### src/rtl/dadda_tree_scheduler_if.sv
// Signal bundle between the Dadda tree scheduler, its requesters and the shared compressor tree.
interface dadda_tree_scheduler_if #(
    parameter int NUM_REQ = 4,
    parameter int DATA_W  = 16,
    parameter int OUT_W   = 32
);
    logic [NUM_REQ-1:0]        req_valid;
    logic [NUM_REQ-1:0]        req_ready;
    logic [NUM_REQ*DATA_W-1:0] req_a;
    logic [NUM_REQ*DATA_W-1:0] req_b;
    logic                      tree_valid;
    logic [DATA_W-1:0]         tree_a;
    logic [DATA_W-1:0]         tree_b;
    logic [OUT_W-1:0]          tree_vec0;
    logic [OUT_W-1:0]          tree_vec1;
    logic [NUM_REQ-1:0]        rsp_valid;
    logic [NUM_REQ-1:0]        rsp_ready;
    logic [NUM_REQ*OUT_W-1:0]  rsp_data;
    logic [NUM_REQ-1:0]        busy;

    modport slave (
        input  req_valid, req_a, req_b, tree_vec0, tree_vec1, rsp_ready,
        output req_ready, tree_valid, tree_a, tree_b, rsp_valid, rsp_data, busy
    );

    modport master (
        output req_valid, req_a, req_b, tree_vec0, tree_vec1, rsp_ready,
        input  req_ready, tree_valid, tree_a, tree_b, rsp_valid, rsp_data, busy
    );
endinterface

### src/rtl/dadda_tree_scheduler.sv
// Round-robin front end for a shared pipelined Dadda tree: one launch per cycle, ID tags follow the
// operands through the tree, and the carry-propagated result is parked per requester until popped.
module dadda_tree_scheduler #(
    parameter int NUM_REQ  = 4,
    parameter int DATA_W   = 16,
    parameter int OUT_W    = 32,
    parameter int TREE_LAT = 2
) (
    input  logic                  clk,
    input  logic                  rst_n,
    dadda_tree_scheduler_if.slave bus
);
    localparam int ID_W = (NUM_REQ > 1) ? $clog2(NUM_REQ) : 1;
    // Stage 0 shadows the launch register; TREE_LAT more stages line the tag up with the tree output.
    localparam int TAG_DEPTH = TREE_LAT + 1;
    localparam logic [ID_W-1:0] LAST_ID = ID_W'(NUM_REQ - 1);

    logic [ID_W-1:0]          rr_ptr_r;
    logic [NUM_REQ-1:0]       busy_r;
    logic [NUM_REQ-1:0]       rsp_valid_r;
    logic [OUT_W-1:0]         slot_r [NUM_REQ];
    logic                     tree_valid_r;
    logic [DATA_W-1:0]        tree_a_r;
    logic [DATA_W-1:0]        tree_b_r;
    logic [TAG_DEPTH-1:0]     tag_vld_r;
    logic [ID_W-1:0]          tag_id_r [TAG_DEPTH];

    logic [NUM_REQ-1:0]       eligible_s;
    logic [NUM_REQ-1:0]       grant_s;
    logic                     grant_any_s;
    logic [ID_W-1:0]          winner_s;
    logic [ID_W-1:0]          rr_next_s;
    logic [DATA_W-1:0]        win_a_s;
    logic [DATA_W-1:0]        win_b_s;
    logic [NUM_REQ-1:0]       pop_s;
    logic                     retire_s;
    logic [ID_W-1:0]          retire_id_s;
    logic [OUT_W-1:0]         sum_s;
    logic [NUM_REQ*OUT_W-1:0] rsp_data_s;

    // Round-robin search from rr_ptr over requesters that are valid and have nothing outstanding
    always_comb begin
        logic [ID_W:0] idx_v;
        logic          hit_v;
        eligible_s  = bus.req_valid & ~busy_r;
        grant_any_s = 1'b0;
        winner_s    = '0;
        idx_v       = '0;
        hit_v       = 1'b0;
        for (int k = 0; k < NUM_REQ; k++) begin
            idx_v       = {1'b0, rr_ptr_r} + (ID_W+1)'(k);
            idx_v       = (idx_v >= (ID_W+1)'(NUM_REQ)) ? idx_v - (ID_W+1)'(NUM_REQ) : idx_v;
            hit_v       = !grant_any_s && eligible_s[idx_v[ID_W-1:0]];
            winner_s    = hit_v ? idx_v[ID_W-1:0] : winner_s;
            grant_any_s = grant_any_s | hit_v;
        end
    end

    // One-hot grant, pointer advance, winner operand mux and result unpacking
    always_comb begin
        grant_s    = '0;
        win_a_s    = '0;
        win_b_s    = '0;
        rsp_data_s = '0;
        if (grant_any_s && rst_n) begin
            grant_s[winner_s] = 1'b1;
        end else begin
            grant_s = '0;
        end
        rr_next_s = (winner_s == LAST_ID) ? '0 : winner_s + ID_W'(1);
        for (int i = 0; i < NUM_REQ; i++) begin
            win_a_s = (winner_s == ID_W'(i)) ? bus.req_a[i*DATA_W +: DATA_W] : win_a_s;
            win_b_s = (winner_s == ID_W'(i)) ? bus.req_b[i*DATA_W +: DATA_W] : win_b_s;
            rsp_data_s[i*OUT_W +: OUT_W] = slot_r[i];
        end
    end

    assign pop_s       = rsp_valid_r & bus.rsp_ready;
    assign retire_s    = tag_vld_r[TAG_DEPTH-1];
    assign retire_id_s = tag_id_r[TAG_DEPTH-1];
    // Final carry-propagate add of the redundant tree output; overflow wraps silently.
    assign sum_s       = bus.tree_vec0 + bus.tree_vec1;

    // Round-robin pointer and launch registers toward the tree
    always_ff @(posedge clk or negedge rst_n) begin
        if (!rst_n) begin
            rr_ptr_r     <= '0;
            tree_valid_r <= 1'b0;
            tree_a_r     <= '0;
            tree_b_r     <= '0;
        end else if (grant_any_s) begin
            rr_ptr_r     <= rr_next_s;
            tree_valid_r <= 1'b1;
            tree_a_r     <= win_a_s;
            tree_b_r     <= win_b_s;
        end else begin
            tree_valid_r <= 1'b0;
        end
    end

    // Tag pipeline carrying requester IDs alongside the operands in the tree
    always_ff @(posedge clk or negedge rst_n) begin
        if (!rst_n) begin
            tag_vld_r <= '0;
            for (int s = 0; s < TAG_DEPTH; s++) begin
                tag_id_r[s] <= '0;
            end
        end else begin
            tag_vld_r   <= {tag_vld_r[TAG_DEPTH-2:0], grant_any_s};
            tag_id_r[0] <= winner_s;
            for (int s = 1; s < TAG_DEPTH; s++) begin
                tag_id_r[s] <= tag_id_r[s-1];
            end
        end
    end

    // Per-requester busy flags, response valids and result slots
    always_ff @(posedge clk or negedge rst_n) begin
        if (!rst_n) begin
            busy_r      <= '0;
            rsp_valid_r <= '0;
            for (int i = 0; i < NUM_REQ; i++) begin
                slot_r[i] <= '0;
            end
        end else begin
            for (int i = 0; i < NUM_REQ; i++) begin
                if (grant_s[i]) begin
                    busy_r[i] <= 1'b1;
                end else if (pop_s[i]) begin
                    busy_r[i] <= 1'b0;
                end else begin
                    busy_r[i] <= busy_r[i];
                end
                if (retire_s && (retire_id_s == ID_W'(i))) begin
                    rsp_valid_r[i] <= 1'b1;
                    slot_r[i]      <= sum_s;
                end else if (pop_s[i]) begin
                    rsp_valid_r[i] <= 1'b0;
                end else begin
                    rsp_valid_r[i] <= rsp_valid_r[i];
                end
            end
        end
    end

    assign bus.req_ready  = grant_s;
    assign bus.tree_valid = tree_valid_r;
    assign bus.tree_a     = tree_a_r;
    assign bus.tree_b     = tree_b_r;
    assign bus.rsp_valid  = rsp_valid_r;
    assign bus.rsp_data   = rsp_data_s;
    assign bus.busy       = busy_r;
endmodule

### src/flat_wrapper.sv
// flat-port wrapper written by rule: the top's interface ports become plain ports
module dadda_tree_scheduler_flat 
#(
    parameter int NUM_REQ  = 4,
    parameter int DATA_W   = 16,
    parameter int OUT_W    = 32,
    parameter int TREE_LAT = 2
)
  (clk, rst_n, bus_req_valid, bus_req_a, bus_req_b, bus_tree_vec0, bus_tree_vec1, bus_rsp_ready, bus_req_ready, bus_tree_valid, bus_tree_a, bus_tree_b, bus_rsp_valid, bus_rsp_data, bus_busy);
  dadda_tree_scheduler_if #(.NUM_REQ(NUM_REQ), .DATA_W(DATA_W), .OUT_W(OUT_W)) bus_i ();
  input  logic clk;
  input  logic rst_n;
  input wire logic [$bits(bus_i.req_valid)-1:0] bus_req_valid;
  input wire logic [$bits(bus_i.req_a)-1:0] bus_req_a;
  input wire logic [$bits(bus_i.req_b)-1:0] bus_req_b;
  input wire logic [$bits(bus_i.tree_vec0)-1:0] bus_tree_vec0;
  input wire logic [$bits(bus_i.tree_vec1)-1:0] bus_tree_vec1;
  input wire logic [$bits(bus_i.rsp_ready)-1:0] bus_rsp_ready;
  output wire logic [$bits(bus_i.req_ready)-1:0] bus_req_ready;
  output wire logic [$bits(bus_i.tree_valid)-1:0] bus_tree_valid;
  output wire logic [$bits(bus_i.tree_a)-1:0] bus_tree_a;
  output wire logic [$bits(bus_i.tree_b)-1:0] bus_tree_b;
  output wire logic [$bits(bus_i.rsp_valid)-1:0] bus_rsp_valid;
  output wire logic [$bits(bus_i.rsp_data)-1:0] bus_rsp_data;
  output wire logic [$bits(bus_i.busy)-1:0] bus_busy;
  assign bus_i.req_valid = bus_req_valid;
  assign bus_i.req_a = bus_req_a;
  assign bus_i.req_b = bus_req_b;
  assign bus_i.tree_vec0 = bus_tree_vec0;
  assign bus_i.tree_vec1 = bus_tree_vec1;
  assign bus_i.rsp_ready = bus_rsp_ready;
  assign bus_req_ready = bus_i.req_ready;
  assign bus_tree_valid = bus_i.tree_valid;
  assign bus_tree_a = bus_i.tree_a;
  assign bus_tree_b = bus_i.tree_b;
  assign bus_rsp_valid = bus_i.rsp_valid;
  assign bus_rsp_data = bus_i.rsp_data;
  assign bus_busy = bus_i.busy;
  dadda_tree_scheduler #(.NUM_REQ(NUM_REQ), .DATA_W(DATA_W), .OUT_W(OUT_W), .TREE_LAT(TREE_LAT)) u_core (.clk(clk), .rst_n(rst_n), .bus(bus_i));
endmodule
### config.mk
export PLATFORM = sky130hd
export DESIGN_NAME = dadda_tree_scheduler_flat
export DESIGN_NICKNAME = d
export VERILOG_FILES = /design/src/rtl/dadda_tree_scheduler_if.sv /design/src/rtl/dadda_tree_scheduler.sv /design/src/flat_wrapper.sv
export SDC_FILE = /design/constraint.sdc
export NUM_CORES = 1
export LEC_CHECK = 0
export CORE_AREA = 2 2 147 149
export DETAILED_ROUTE_END_ITERATION = 10
export DIE_AREA = 0 0 149 151
export GPL_TIMING_DRIVEN = 0
export PLACE_DENSITY = 0.9
export SYNTH_ARGS = -nofsm -noshare
export SYNTH_HDL_FRONTEND = slang
export SYNTH_SLANG_ARGS = --single-unit
export TNS_END_PERCENT = 1
### constraint.sdc
create_clock -name clk -period 9 [get_ports clk]
set_input_delay 1.8 -clock clk [delete_from_list [all_inputs] [get_ports clk]]
set_output_delay 1.8 -clock clk [all_outputs]
set_load 0.05 [all_outputs]
==> impl_metrics.csv <==
group,metric,value,unit
synthesis,synthCells,1029,
clock_tree,h-tree-depth,4,
layout,fill_cells,1630,
placement,place.gp.congestion,0.921,
synthesis,yosysTopAreaCellShare,0.493,
synthesis,synth_area,0.00909,mm^2
floorplan,die_h,151,um
clock_tree,cts_tree,"yes",
floorplan,ios,375,
synthesis,synth_cell_type_count,52,
pwr,leakage,0.00590,uW
floorplan,num_rows,53,
timing,post-route-min-period,7.82,ns
route,drt_iter0_markers,645,
route,wl_per_cell,20.1,um
timing,slew_headroom,0.523,
layout,seq_area,0.00448,mm^2
timing,worst-slew-pin-transition,0.716,ns
critical_path,start_kind,"input port",
critical_path,critPathMaxFanout,10,
synthesis,async_reset_ff_frac,1.00,
critical_path,cp.required,7.20,ns
route,first_pass_iters,5,
timing,rsz0062_at_grt,"no",
placement,numPortBuffers,374,
pwr,internal-power,2770,uW
critical_path,worstSetupPathType,"input port to output port",
clock_tree,path_clk_slew,0.06,ns
layout,num-nets-final,1661,
critical_path,critPathSlowestCell,"clkdlybuf4s50_1",
placement,dp_hpwl,26.9,mm
pwr,total_power,5900,uW
timing,skew,0.0141,ns
clock_tree,numCtsBuffers,17,
grt,antenna_found_initial,1,
layout,areaGrowthSynthToFinish,52.0,%
route,via_per_inst,5.66,
synthesis,ys.flop_type,"dfrtp_1",
job,maxCapViolations,0,
pwr,swShare,0.531,
pwr,power_density,427,mW/mm^2
critical_path,cpPeakStageDelay,0.84,ns
grt,grt_start_max_net_pins,93,
placement,place_inst,1679,
critical_path,cp-end-kind,"output port",
clock_tree,cts_root_buffer,"clkbuf_16",
timing,finalSetupTns,0,ns
critical_path,cpMostUsedCell,"clkbuf_1",
synthesis,ys_top_cells_by_count,"nand2_1 (195), o21ai_0 (182), dfrtp_1 (179)",
floorplan,initial_core_util,0.437,
clock_tree,cts_sinks,179,
synthesis,yosys_register_bits,179,
synthesis,synth.top_cells.by_area,"dfrtp_1 (49%), o21ai_0 (10%), nand2_1 (8.1%), a21oi_1 (5.5%), ha_1 (4.8%)",
layout,drive_gt1_frac,0.0411,
synthesis,yosys.cell_count.top_type,"nand2_1",
timing,finalMaxSlewViolations,0,
pwr,seqPwrFrac,0.246,
timing,fin_crit_sh,0.869,
floorplan,dieArea,0.0225,mm^2
route,ant_nets,0,
synthesis,synth_warnings,0,
route,wl,34.4,mm
grt,overflow,0,
min_path,holdPathStages,0,
min_path,hp-class,"register to register",
synthesis,synth_largest_area_cell,"dfrtp_1",
clock_tree,ctsResizeCount,0,
synthesis,syn_nets,1267,
synthesis,synth-edff-count,0,
grt,grt_pass1_vias,9532,
route,drcViolationCount,0,
synthesis,syn_avg_cell_area,8.84,um^2
critical_path,rr_worst_depth,16,
floorplan,core-area,0.0208,mm^2
critical_path,crit_path_cell_trace,"clkdlybuf4s50_1 -> nor2b_1 -> nor4_1 -> clkbuf_1 -> inv_1 -> nor2_1 -> nor2_1 -> inv_1 -> ha_1 -> clkbuf_1 -> clkbuf_1 -> and3_1 -> clkdlybuf4s50_1",
clock_tree,hold_buffers,0,
grt,grt_usage,0.303,
route,vias,9682,
timing,max_freq,128,MHz
pwr,combinationalPowerShare,0.626,
clock_tree,clk-insertion-delay-late,0.43,ns
pwr,clkPwrFrac,0.129,
status,status,"finished clean",
pwr,switchingPower,3130,uW
grt,grt_pass1_wl,52.1,mm
pwr,ir_worst_vdd,0.000260,V
layout,multi_input_area,0.00433,mm^2
floorplan,die_w,149,um
layout,final-instance-count-excl-fill,1712,
timing,setup_viol,0,
synthesis,ys_seq_area_frac,0.493,
timing,hold_viol,0,
clock_tree,cts_setup_buffers,0,
critical_path,worstPathArrival,6.02,ns
clock_tree,ctsLongestPathBuffers,2,
[cell families (layout without fill, tap and decap cells)]
family,count (synthesis),count (layout),synth area share
other cells,0,1,0
flops,179,179,0.493
mux,10,10,0.0121
fa+ha+maj,36,36,0.0504
simple gates,335,335,0.154
compound gates,368,368,0.231
xor+xnor,30,30,0.0289
buf+inv,71,478,0.0308
[layout by cell type (no fill, tap or decap), drive strengths merged, types with 7 or more instances in the layout]
cell | netlist | layout
clkbuf | 53 | 71
nand2b | 7 | 7
inv | 9 | 15
nand2 | 195 | 195
o21ai | 188 | 188
xor2 | 14 | 14
nand4 | 7 | 7
clkdlybuf4s50 | 0 | 373
a211oi | 8 | 8
dfrtp | 179 | 179
buf | 9 | 11
a21o | 15 | 15
xnor2 | 16 | 16
nor2 | 90 | 90
a22oi | 33 | 33
ha | 35 | 35
a21oi | 100 | 100
mux2 | 8 | 8
and3 | 7 | 7
[worst paths after layout]
check                                                           end  slack [ns]                           start
worst max-delay path                               bus_req_ready[2]        1.18                bus_req_valid[3]
worst min-delay path                  u_core.tag_vld_r[2]$_DFF_PN0_        0.35   u_core.tag_vld_r[1]$_DFF_PN0_
worst max register to register    u_core.bus.tree_b[10]$_DFFE_PN0N_        5.13  u_core.bus.busy[3]$_DFFE_PN0P_
worst min register to register        u_core.tag_vld_r[2]$_DFF_PN0_        0.35   u_core.tag_vld_r[1]$_DFF_PN0_
max in group asynchronous             u_core.tag_vld_r[0]$_DFF_PN0_        6.74                           rst_n
min in group asynchronous       u_core.bus.rsp_data[52]$_DFFE_PN0P_        1.37                           rst_n
[per-stage QoR]
| step | hold slack [ns] | utilization | worst slack [ns] | instance area, um^2 |
|---|---|---|---|---|
| after floorplan | 0.331 | - | 3.02 | 9090 |
| after global placement | 0.334 | 0.633 | -2.76 | 13200 |
| after detailed placement | 0.335 | 0.635 | 1.21 | 13200 |
| after global routing | 0.356 | 0.664 | 0.866 | 13800 |
| after CTS | 0.351 | 0.664 | 1.18 | 13800 |
| final | 0.348 | 0.664 | 1.18 | 13800 |
[state kept, by name, summed over array words and instances (netlist names)]
name,flops
u_core.bus.tree_b,16
u_core.bus.tree_a,16
u_core.retire_id_s,2
u_core.tag_vld_r,3
u_core.bus.busy,4
u_core.rr_ptr_r,2
u_core.bus.rsp_data,128
u_core.bus.rsp_valid,4
u_core.tag_id_r,4
[layout make-up]
type / count / area share
sequential: 179 / 0.324
multi-input combinational: 779 / 0.314
timing repair buffer: 375 / 0.273
clock buffer: 18 / 0.0318
tap: 275 / 0.0249
buffer: 62 / 0.0178
clock inverter: 14 / 0.0120
inverter: 9 / 0.00244
antenna: 1 / 0.000181
[power groups by stage]
stage               clock, uW  sequential, uW  combinational (uW)
CTS                       765            1450                3690
floorplan                   0            2670                1090
detailed placement          0            1460                3670
finish                    759            1450                3690
global placement            0            1430                3590
global route              804            1490                3910
[worst max-delay path: cells and delay by family]
family | cells | cell delay (ns)
buffers and inverters | 7 | 2.81
and+or+nand+nor | 5 | 1.21
adders and majority gates | 1 | 0.19
[per-layer routing]
metal | part of all wire | track usage
met2 | 0.53 | 0.570
met3 | 0.079 | 0.0654
met1 | 0.35 | 0.328
met5 | 0 | 0
met4 | 0.041 | 0.130
Power figures use the tool's default switching activity.
